$ cat config.mk
export PLATFORM = sky130hd
export DESIGN_NAME = ysyx_25020047_ifu
export DESIGN_NICKNAME = d
export VERILOG_FILES = /design/src/rtl/ysyx_25020047_ifu.sv
export SDC_FILE = /design/constraint.sdc
export NUM_CORES = 1
export LEC_CHECK = 0
export ABC_AREA = 1
export CAP_MARGIN = 20
export CORE_ASPECT_RATIO = 0.6
export CORE_MARGIN = 4
export CORE_UTILIZATION = 40
export CTS_CLUSTER_DIAMETER = 60
export CTS_CLUSTER_SIZE = 28
export DETAILED_ROUTE_END_ITERATION = 10
export GPL_TIMING_DRIVEN = 0
export PLACE_DENSITY = 0.85
export SLEW_MARGIN = 25
export SYNTH_ARGS = -nofsm -noshare
export SYNTH_HDL_FRONTEND = slang
export SYNTH_SLANG_ARGS = --single-unit
$ cat constraint.sdc
create_clock -name clk -period 4.5 [get_ports clk]
set_input_delay 1.35 -clock clk [delete_from_list [all_inputs] [get_ports clk]]
set_output_delay 1.35 -clock clk [all_outputs]
set_load 0.01 [all_outputs]
$ cat src/rtl/ysyx_25020047_ifu.sv
// RV32E fetch unit: one AR/R read per instruction, 4 cycles with zero-wait memory; each stall cycle on AR, R, IDU or WBU adds one cycle.
// Moore outputs hold everything stable under backpressure. IFU_MISALIGN_CHK_EN makes an unaligned dnpc fault instead of being rounded down.
module ysyx_25020047_ifu #(
    parameter int          DATA_W   = 32,
    parameter logic [31:0] RESET_PC = 32'h8000_0000
) (
    input  logic              clk,
    input  logic              rst_n,
    output logic              mem_arvalid,
    input  logic              mem_arready,
    output logic [DATA_W-1:0] mem_araddr,
    input  logic              mem_rvalid,
    output logic              mem_rready,
    input  logic [DATA_W-1:0] mem_rdata,
    input  logic [1:0]        mem_rresp,
    output logic              idu_valid,
    input  logic              idu_ready,
    output logic [DATA_W-1:0] idu_inst,
    output logic [DATA_W-1:0] idu_pc,
    output logic [DATA_W-1:0] idu_snpc,
    input  logic              wbu_valid,
    output logic              wbu_ready,
    input  logic [DATA_W-1:0] wbu_dnpc,
    output logic              ifu_fault
);

    typedef enum logic [2:0] {
        S_REQ     = 3'd0,
        S_WAIT    = 3'd1,
        S_DELIVER = 3'd2,
        S_NEXT    = 3'd3,
        S_FAULT   = 3'd4
    } state_t;

    state_t              r_state;
    state_t              w_state_nxt;
    logic [DATA_W-1:0]   r_pc;
    logic [DATA_W-1:0]   w_pc_nxt;
    logic [DATA_W-1:0]   r_inst;
    logic                w_inst_we;
    // Keeps arvalid low for the first cycle after reset release, without a path from rst_n.
    logic                r_run;

    always_ff @(posedge clk or negedge rst_n) begin
        if (!rst_n) begin
            r_state <= S_REQ;
            r_pc    <= RESET_PC;
            r_inst  <= '0;
            r_run   <= 1'b0;
        end else begin
            r_run   <= 1'b1;
            r_state <= w_state_nxt;
            r_pc    <= w_pc_nxt;
            if (w_inst_we) begin
                r_inst <= mem_rdata;
            end
        end
    end

    always_comb begin
        w_state_nxt = r_state;
        w_pc_nxt    = r_pc;
        w_inst_we   = 1'b0;
        case (r_state)
            S_REQ: begin
                if (r_run && mem_arready) begin
                    w_state_nxt = S_WAIT;
                end
            end
            S_WAIT: begin
                if (mem_rvalid) begin
                    if (mem_rresp == 2'b00) begin
                        w_inst_we   = 1'b1;
                        w_state_nxt = S_DELIVER;
                    end else begin
                        w_state_nxt = S_FAULT;
                    end
                end
            end
            S_DELIVER: begin
                if (idu_ready) begin
                    w_state_nxt = S_NEXT;
                end
            end
            S_NEXT: begin
                if (wbu_valid) begin
`ifdef IFU_MISALIGN_CHK_EN
                    w_pc_nxt    = wbu_dnpc;
                    w_state_nxt = (wbu_dnpc[1:0] != 2'b00) ? S_FAULT : S_REQ;
`else
                    w_pc_nxt    = {wbu_dnpc[DATA_W-1:2], 2'b00};
                    w_state_nxt = S_REQ;
`endif
                end
            end
            S_FAULT: begin
                w_state_nxt = S_FAULT;
            end
            default: begin
                w_state_nxt = S_FAULT;
            end
        endcase
    end

    always_comb begin
        mem_arvalid = 1'b0;
        mem_rready  = 1'b0;
        idu_valid   = 1'b0;
        wbu_ready   = 1'b0;
        ifu_fault   = 1'b0;
        case (r_state)
            S_REQ:     mem_arvalid = r_run;
            S_WAIT:    mem_rready  = 1'b1;
            S_DELIVER: idu_valid   = 1'b1;
            S_NEXT:    wbu_ready   = 1'b1;
            S_FAULT:   ifu_fault   = 1'b1;
            default:   ifu_fault   = 1'b0;
        endcase
    end

    assign mem_araddr = r_pc;
    assign idu_inst   = r_inst;
    assign idu_pc     = r_pc;
    assign idu_snpc   = r_pc + 32'd4;

endmodule

==> Implementation_results.wiki, run 1 <==
{| class="wikitable"
! Metric !! Value
|-
| Status || finished clean
|-
| Overflow left after global routing || 0
|-
| Worst slack after detailed placement || 0.917 ns
|-
| Synthesized area per cell || 7.38 um^2
|-
| Final routed DRC violation total || 0
|-
| Via count of the first global-routing pass || 3,973
|-
| Post-route clock period utilization || 89.2%
|-
| Setup clock skew after layout || 0.00568 ns
|-
| Final setup viols || 0
|-
| Cts bufs inserted || 9
|-
| Master cell of the clock root buffer || sky130_fd_sc_hd__clkbuf_16
|-
| Final GP Congestion || 0.957
|-
| Proportion of synthesized chip area in sequential cells || 44.2%
|-
| P_int || 2.77 mW
|-
| PortBufs || 196
|-
| Commonest cells after routing, fill and taps aside || sky130_fd_sc_hd__clkdlybuf4s50_1, sky130_fd_sc_hd__nand2_1, sky130_fd_sc_hd__dfrtp_1
|-
| Kind of launch point of the worst setup path || register
|-
| Endpoint required time on the critical path || 3.15 ns
|-
| Area growth from synthesis to layout || 66.4%
|-
| Number of vias after detailed routing || 4,007
|-
| Fraction of final layout cells sized beyond drive strength 1 || 10.5%
|-
| Overall Global Routing Usage || 23.6%
|-
| Iteration-0 DRC count of the detailed router || 243
|-
| Most frequent CP cell || sky130_fd_sc_hd__nand2_1
|-
| First-pass GRT wire length || 21,000 um
|-
| Post-detailed-route count of antenna-violating nets || 0
|-
| Leakage || 3.00 nW
|-
| Critical-path cell with the highest stage delay || sky130_fd_sc_hd__clkdlybuf4s50_1
|-
| Flop pwr share || 28.5%
|-
| Leading cell type in the layout, fill and taps excluded || sky130_fd_sc_hd__clkdlybuf4s50_1
|-
| Launch point of the worst path || idu_pc[3]$_DFFE_PN0P_
|-
| Number of antenna cells inserted || 0
|-
| Peak supply drop || 0.421 mV
|-
| Switch Pwr || 1.65 mW
|-
| Part of the total power dissipated in combinational logic || 54.2%
|-
| Hold crit path type || reg -> reg
|-
| Setup bufs post-CTS || 0
|-
| Arrival @ worst endpoint || 2.66 ns
|-
| Max-capacitance violation count || 0
|-
| Initial antenna violation count || 0
|-
| Reg-to-reg setup timing slack || 3.01 ns
|-
| Chip Height || 82.9 um
|-
| Switching part of the total power || 37.3%
|-
| Maximum number of pins on one net before global-route repair || 38
|-
| Hold path startpoint || idu_inst[25]$_DFFE_PN0P_
|-
| Die area || 11,000 um^2
|-
| Buffers and inverters on the worst path || 1
|-
| Clock-pin transition on the worst setup and hold timing paths || 0.06 ns
|-
| CTS tree || yes
|-
| Final WS setup || 0.485 ns
|-
| Combined area of the multi-input logic cells || 1550 um^2
|-
| Cell area power density || 710 nW/um^2
|-
| Maximum fanout count along the critical path || 5
|-
| HPWL reported at the end of detailed placement || 10,400 um
|-
| CTS Sinks || 66
|-
| # IOs || 205
|-
| Number of vias per cell || 4.69
|-
| Family of cells with the greatest summed delay on the critical path || simple AND/OR/NAND/NOR gates
|-
| Detailed-route wire length per cell || 15.1 um
|-
| Cell count after placement || 839
|-
| Unique masters post-synth || 28
|-
| Count of filler cells inserted in the layout || 763
|-
| Launch point of the worst reg-to-reg path || r_state[2]$_DFFE_PN0P_
|-
| Hold bufs inserted after CTS || 0
|-
| Core Region || 9160 um^2
|-
| Initial core utilization || 40.9%
|-
| Final Core Density || 68.1%
|-
| Resized cells post-CTS || 0
|-
| Number of synthesis warnings || 0
|-
| Synthesis-stage register bit count || 66
|-
| Drt pass-1 iters || 7
|-
| Final nets || 793
|-
| Cell Count, Final, Fillers Out || 855
|-
| Clk_lat worst skew || 0.33 ns
|-
| Largest buffer count on any clock path || 2
|-
| Crit path time final || 4.01 ns
|-
| Synthesized netlist cell count || 507
|-
| Total Power || 4.42 mW
|-
| Biggest cell delay along the critical path || 0.58 ns
|-
| Mapped Area || 3740 um^2
|-
| Endpoints failing hold || 0
|-
| CTS H-tree depth || 3
|-
| Setup crit end kind || output port
|-
| Final count of pins violating max slew || 0
|-
| FP Rows || 27
|-
| Clock Power Share || 17.3%
|-
| CP cell instances || ha_1, nand2_1, nor2_1, nand2_1, nor2_1, nand3_1, nand2_1, clkdlybuf4s50_1
|-
| Classification of the worst setup path || reg -> out
|-
| WL final || 12,900 um
|-
| Setup repair after global routing missed its margin || no
|-
| Storage element area || 1650 um^2
|-
| Die span in x || 133 um
|-
| Maximum frequency from static timing analysis || 249 MHz
|}
worst register-to-register path: stages, from the launching register on:
cell and delay, ns:
sky130_fd_sc_hd__dfrtp_1 0.43, sky130_fd_sc_hd__inv_2 0.09, sky130_fd_sc_hd__nand2_1 0.09, sky130_fd_sc_hd__nor2_4 0.16, sky130_fd_sc_hd__nand4_4 0.18, sky130_fd_sc_hd__buf_2 0.25, sky130_fd_sc_hd__nand2_1 0.09, sky130_fd_sc_hd__o21ai_0 0.07
layout make-up:
cell class / instances / area share (%)
timing repair buffer: 197 / 31.8
sequential: 66 / 26.5
multi-input combinational: 341 / 24.8
buffer: 50 / 5.72
clock buffer: 9 / 3.61
inverter: 55 / 3.31
tap: 130 / 2.61
clock inverter: 7 / 1.63
registers in the layout, indices dropped and copies added (netlist names):
signal and count:
idu_inst 32, idu_pc 30, r_state 3, r_run 1
logic make-up after synthesis:
logic type | after synthesis | share of synthesized area, %
buffers and inverters | 105 | 15.0
XOR/XNOR | 15 | 3.51
adder cells (fa/ha/maj) | 1 | 0.334
AND/OR/NAND/NOR | 275 | 31.0
flip-flops | 66 | 44.2
AO/OA/AOI/OAI | 43 | 5.75
other | 2 | 0.201
worst paths after layout:
path,endpoint,cells past startpoint
min,idu_inst[25]$_DFFE_PN0P_,2
min in group asynchronous,idu_pc[2]$_DFFE_PN0P_,1
max in group asynchronous,idu_inst[6]$_DFFE_PN0P_,2
max reg2reg,idu_inst[14]$_DFFE_PN0P_,7
min reg2reg,idu_inst[25]$_DFFE_PN0P_,2
max,idu_snpc[30],8
metal layers:
layer	share of wire (%)	wire (um)	track usage [%]
met3	8.0	1030	5.39
met2	45	5790	36.7
met4	1.6	200	7.26
met5	0	0	0
met1	45	5860	32.9
cell usage after synthesis (all sizes together):
| cell | count | area share (%) |
|---|---|---|
| nand2 | 175 | 18 |
| dfrtp | 65 | 43 |
| inv | 55 | 5.5 |
| nor2 | 53 | 6.0 |
| buf | 47 | 9.2 |
| o21ai | 34 | 4.5 |
| nand3 | 31 | 4.1 |
| xor2 | 11 | 2.6 |
| a21oi | 9 | 1.2 |
| nand3b | 8 | 1.6 |
| xnor2 | 4 | 0.94 |
| and2 | 3 | 0.50 |
| clkbuf | 3 | 0.33 |
| conb | 2 | 0.20 |
| nand4 | 2 | 0.74 |
| nor3 | 2 | 0.27 |
| and3 | 1 | 0.17 |
| dfstp | 1 | 0.70 |
| ha | 1 | 0.33 |
per-stage QoR:
step	area, um^2	setup TNS [ns]	hold WS (ns)
4_1_cts	6230	0	0.491
3_3_place_gp	5890	-5.82	0.468
2_1_floorplan	3760	0	0.498
6_report	6230	0	0.489
3_5_place_dp	5900	0	0.478
5_1_grt	6230	0	0.513
power by group through the flow:
stage	logic, mW	clock network, mW	registers (mW)
3_3_place_gp	2.36	0	1.24
4_1_cts	2.42	0.784	1.25
3_5_place_dp	2.41	0	1.26
2_1_floorplan	0.896	0	1.28
6_report	2.40	0.766	1.26
5_1_grt	2.57	0.810	1.31
Power figures use the tool's default switching activity.
==> inputs of run 2 (changes only) <==
--- a/config.mk
+++ b/config.mk
@@ -15,7 +15,6 @@
 export DETAILED_ROUTE_END_ITERATION = 10
 export GPL_TIMING_DRIVEN = 0
 export PLACE_DENSITY = 0.85
-export SLEW_MARGIN = 25
 export SYNTH_ARGS = -nofsm -noshare
 export SYNTH_HDL_FRONTEND = slang
 export SYNTH_SLANG_ARGS = --single-unit
==> Implementation_results.wiki, run 2 (same netlist as run 1, synthesis figures left out) <==
{| class="wikitable"
! Metric !! Value
|-
| CTS tree || yes
|-
| Post-detailed-route count of antenna-violating nets || 0 (unchanged)
|-
| Final setup viols || 0 (unchanged)
|-
| Worst slack on hold paths || 0.486 ns (-0.00236 ns)
|-
| Rel. slew slack || 44.6%
|-
| Worst slack after detailed placement || 0.910 ns (-0.00679 ns)
|-
| Number of vias after detailed routing || 3,992 (-0.37%)
|-
| Clock Power Share || 16.2% (-1.1 points)
|-
| Fraction of final layout cells sized beyond drive strength 1 || 10.4% (-0.12 points)
|-
| First-pass GRT wire length || 20,800 um (-1.2%)
|-
| Switch Pwr || 1.65 mW (-0.30%)
|-
| Area growth from synthesis to layout || 65.2%
|-
| Commonest cells after routing, fill and taps aside || sky130_fd_sc_hd__clkdlybuf4s50_1, sky130_fd_sc_hd__nand2_1, sky130_fd_sc_hd__dfrtp_1
|-
| Detailed-route wire length per cell || 14.9 um (-0.78%)
|-
| # IOs || 205 (unchanged)
|-
| HPWL reported at the end of detailed placement || 10,300 um (-1.1%)
|-
| Resized cells post-CTS || 0 (unchanged)
|-
| Slew at the pin with the worst max-slew slack || 0.832 ns
|-
| Drt pass-1 iters || 5 (-2)
|-
| Status || finished clean
|-
| Setup repair after global routing missed its margin || no
|-
| Overflow left after global routing || 0 (unchanged)
|-
| Post-route clock period utilization || 88.8% (-0.46 points)
|-
| Endpoints failing hold || 0 (unchanged)
|-
| WL final || 12,800 um (-0.90%)
|-
| Crit path time final || 3.99 ns (-0.0208 ns)
|-
| Flop pwr share || 28.9% (+0.4 points)
|-
| Endpoint required time on the critical path || 3.15 ns (about the same)
|-
| Max-capacitance violation count || 0 (unchanged)
|-
| Final routed DRC violation total || 0 (unchanged)
|-
| PortBufs || 196 (unchanged)
|-
| Final WS setup || 0.506 ns (+0.0208 ns)
|-
| Master cell of the clock root buffer || sky130_fd_sc_hd__clkbuf_16
|-
| Chip Height || 82.9 um (unchanged)
|-
| Via count of the first global-routing pass || 3,898 (-1.9%)
|-
| Setup bufs post-CTS || 0 (unchanged)
|-
| CTS Sinks || 66 (unchanged)
|-
| Die span in x || 133 um (unchanged)
|-
| Initial antenna violation count || 0 (unchanged)
|-
| Iteration-0 DRC count of the detailed router || 276 (+14%)
|-
| Setup clock skew after layout || 0.00813 ns (+0.00245 ns)
|-
| Die area || 11,000 um^2 (unchanged)
|-
| Clock-pin transition on the worst setup and hold timing paths || 0.05 ns (about the same)
|-
| Initial core utilization || 40.9% (unchanged)
|-
| Cts bufs inserted || 9 (unchanged)
|-
| Cell area power density || 705 nW/um^2 (-0.70%)
|-
| Final count of pins violating max slew || 0 (unchanged)
|-
| Setup crit end kind || output port
|-
| Cell Count, Final, Fillers Out || 854 (-0.12%)
|-
| Leakage || 2.98 nW (-0.64%)
|-
| Arrival @ worst endpoint || 2.64 ns (-0.02 ns)
|-
| Leading cell type in the layout, fill and taps excluded || sky130_fd_sc_hd__clkdlybuf4s50_1
|-
| Number of antenna cells inserted || 0 (unchanged)
|-
| Final nets || 792 (-0.13%)
|-
| Peak supply drop || 0.351 mV (-17%)
|-
| Part of the total power dissipated in combinational logic || 54.9% (+0.7 points)
|-
| Maximum fanout count along the critical path || 5 (unchanged)
|-
| Number of vias per cell || 4.67 (-0.26%)
|-
| Switching part of the total power || 37.7% (+0.42 points)
|-
| Hold bufs inserted after CTS || 0 (unchanged)
|-
| Hold crit path type || reg -> reg
|-
| Maximum number of pins on one net before global-route repair || 67 (+76%)
|-
| CTS H-tree depth || 3 (unchanged)
|-
| Overall Global Routing Usage || 23.4% (-0.25 points)
|-
| Classification of the worst setup path || reg -> out
|-
| Clk_lat worst skew || 0.32 ns (about the same)
|-
| Cell count after placement || 838 (-0.12%)
|-
| Final GP Congestion || 0.957 (unchanged)
|-
| P_int || 2.71 mW (-2.1%)
|-
| Flip-flop count of the largest register after layout || 32 (unchanged)
|-
| Core Region || 9160 um^2 (unchanged)
|-
| Kind of launch point of the worst setup path || register
|-
| FP Rows || 27 (unchanged)
|-
| Maximum frequency from static timing analysis || 250 MHz (+0.52%)
|-
| Count of filler cells inserted in the layout || 768 (+0.66%)
|-
| Largest buffer count on any clock path || 2 (unchanged)
|}
[run 2: final cells by class]
type                            instances  area (um^2)  area share [%]
Sequential cell                        66         1650            26.7
Timing Repair Buffer                  196         1960            31.7
Multi-Input combinational cell        341         1550            25.0
Inverter                               55          206            3.34
Buffer                                 50          357            5.76
Clock inverter                          7         76.3            1.23
Clock buffer                            9          225            3.64
Tap cell                              130          163            2.63
[run 2: worst paths after layout]
path	to	start	slack [ns]	cells after the start
setup reg to reg	idu_inst[14]$_DFFE_PN0P_	r_state[2]$_DFFE_PN0P_	3.01	7
max in group asynchronous	idu_inst[4]$_DFFE_PN0P_	rst_n	2.83	1
setup / recovery	idu_snpc[30]	idu_pc[3]$_DFFE_PN0P_	0.51	8
hold / removal	idu_inst[17]$_DFFE_PN0P_	idu_inst[17]$_DFFE_PN0P_	0.49	2
min in group asynchronous	idu_pc[27]$_DFFE_PN0P_	rst_n	1.11	1
hold reg to reg	idu_inst[17]$_DFFE_PN0P_	idu_inst[17]$_DFFE_PN0P_	0.49	2
[run 2: worst max-delay path, cell delays in order (launching register included)]
cell and delay, ns:
sky130_fd_sc_hd__dfrtp_1 0.40, sky130_fd_sc_hd__ha_1 0.23, sky130_fd_sc_hd__nand2_1 0.07, sky130_fd_sc_hd__nor2_1 0.32, sky130_fd_sc_hd__nand2_1 0.21, sky130_fd_sc_hd__nor2_1 0.32, sky130_fd_sc_hd__nand3_1 0.11, sky130_fd_sc_hd__nand2_1 0.08
sky130_fd_sc_hd__clkdlybuf4s50_1 0.57
[run 2: metal layers]
metal	share of wire [%]	wire length, um	vias to the layer above	GRT usage [%]
met5	0	0	-	0
met4	1.3	166	0	5.47
met3	7.9	1010	10	5.39
met2	45	5790	162	37.0
met1	45	5790	1877	32.6
li1	-	-	1943	-
[run 2: stage by stage]
stage / cell area (um^2) / power (mW) / util, % / TNS, ns
finish: 6190 / 4.36 / 67.6 / 0
floorplan: 3760 / 2.18 / - / 0
global placement: 5890 / 3.60 / 64.3 / -5.82
CTS: 6190 / 4.39 / 67.6 / 0
global route: 6190 / 4.63 / 67.6 / 0
detailed placement: 5880 / 3.67 / 64.3 / 0
[run 2: power by group through the flow]
stage | combinational (mW) | clock (mW) | sequential, mW
final | 2.39 | 0.708 | 1.26
after global routing | 2.57 | 0.753 | 1.31
after CTS | 2.42 | 0.723 | 1.26
after detailed placement | 2.41 | 0 | 1.26
after global placement | 2.36 | 0 | 1.24
after floorplan | 0.896 | 0 | 1.28
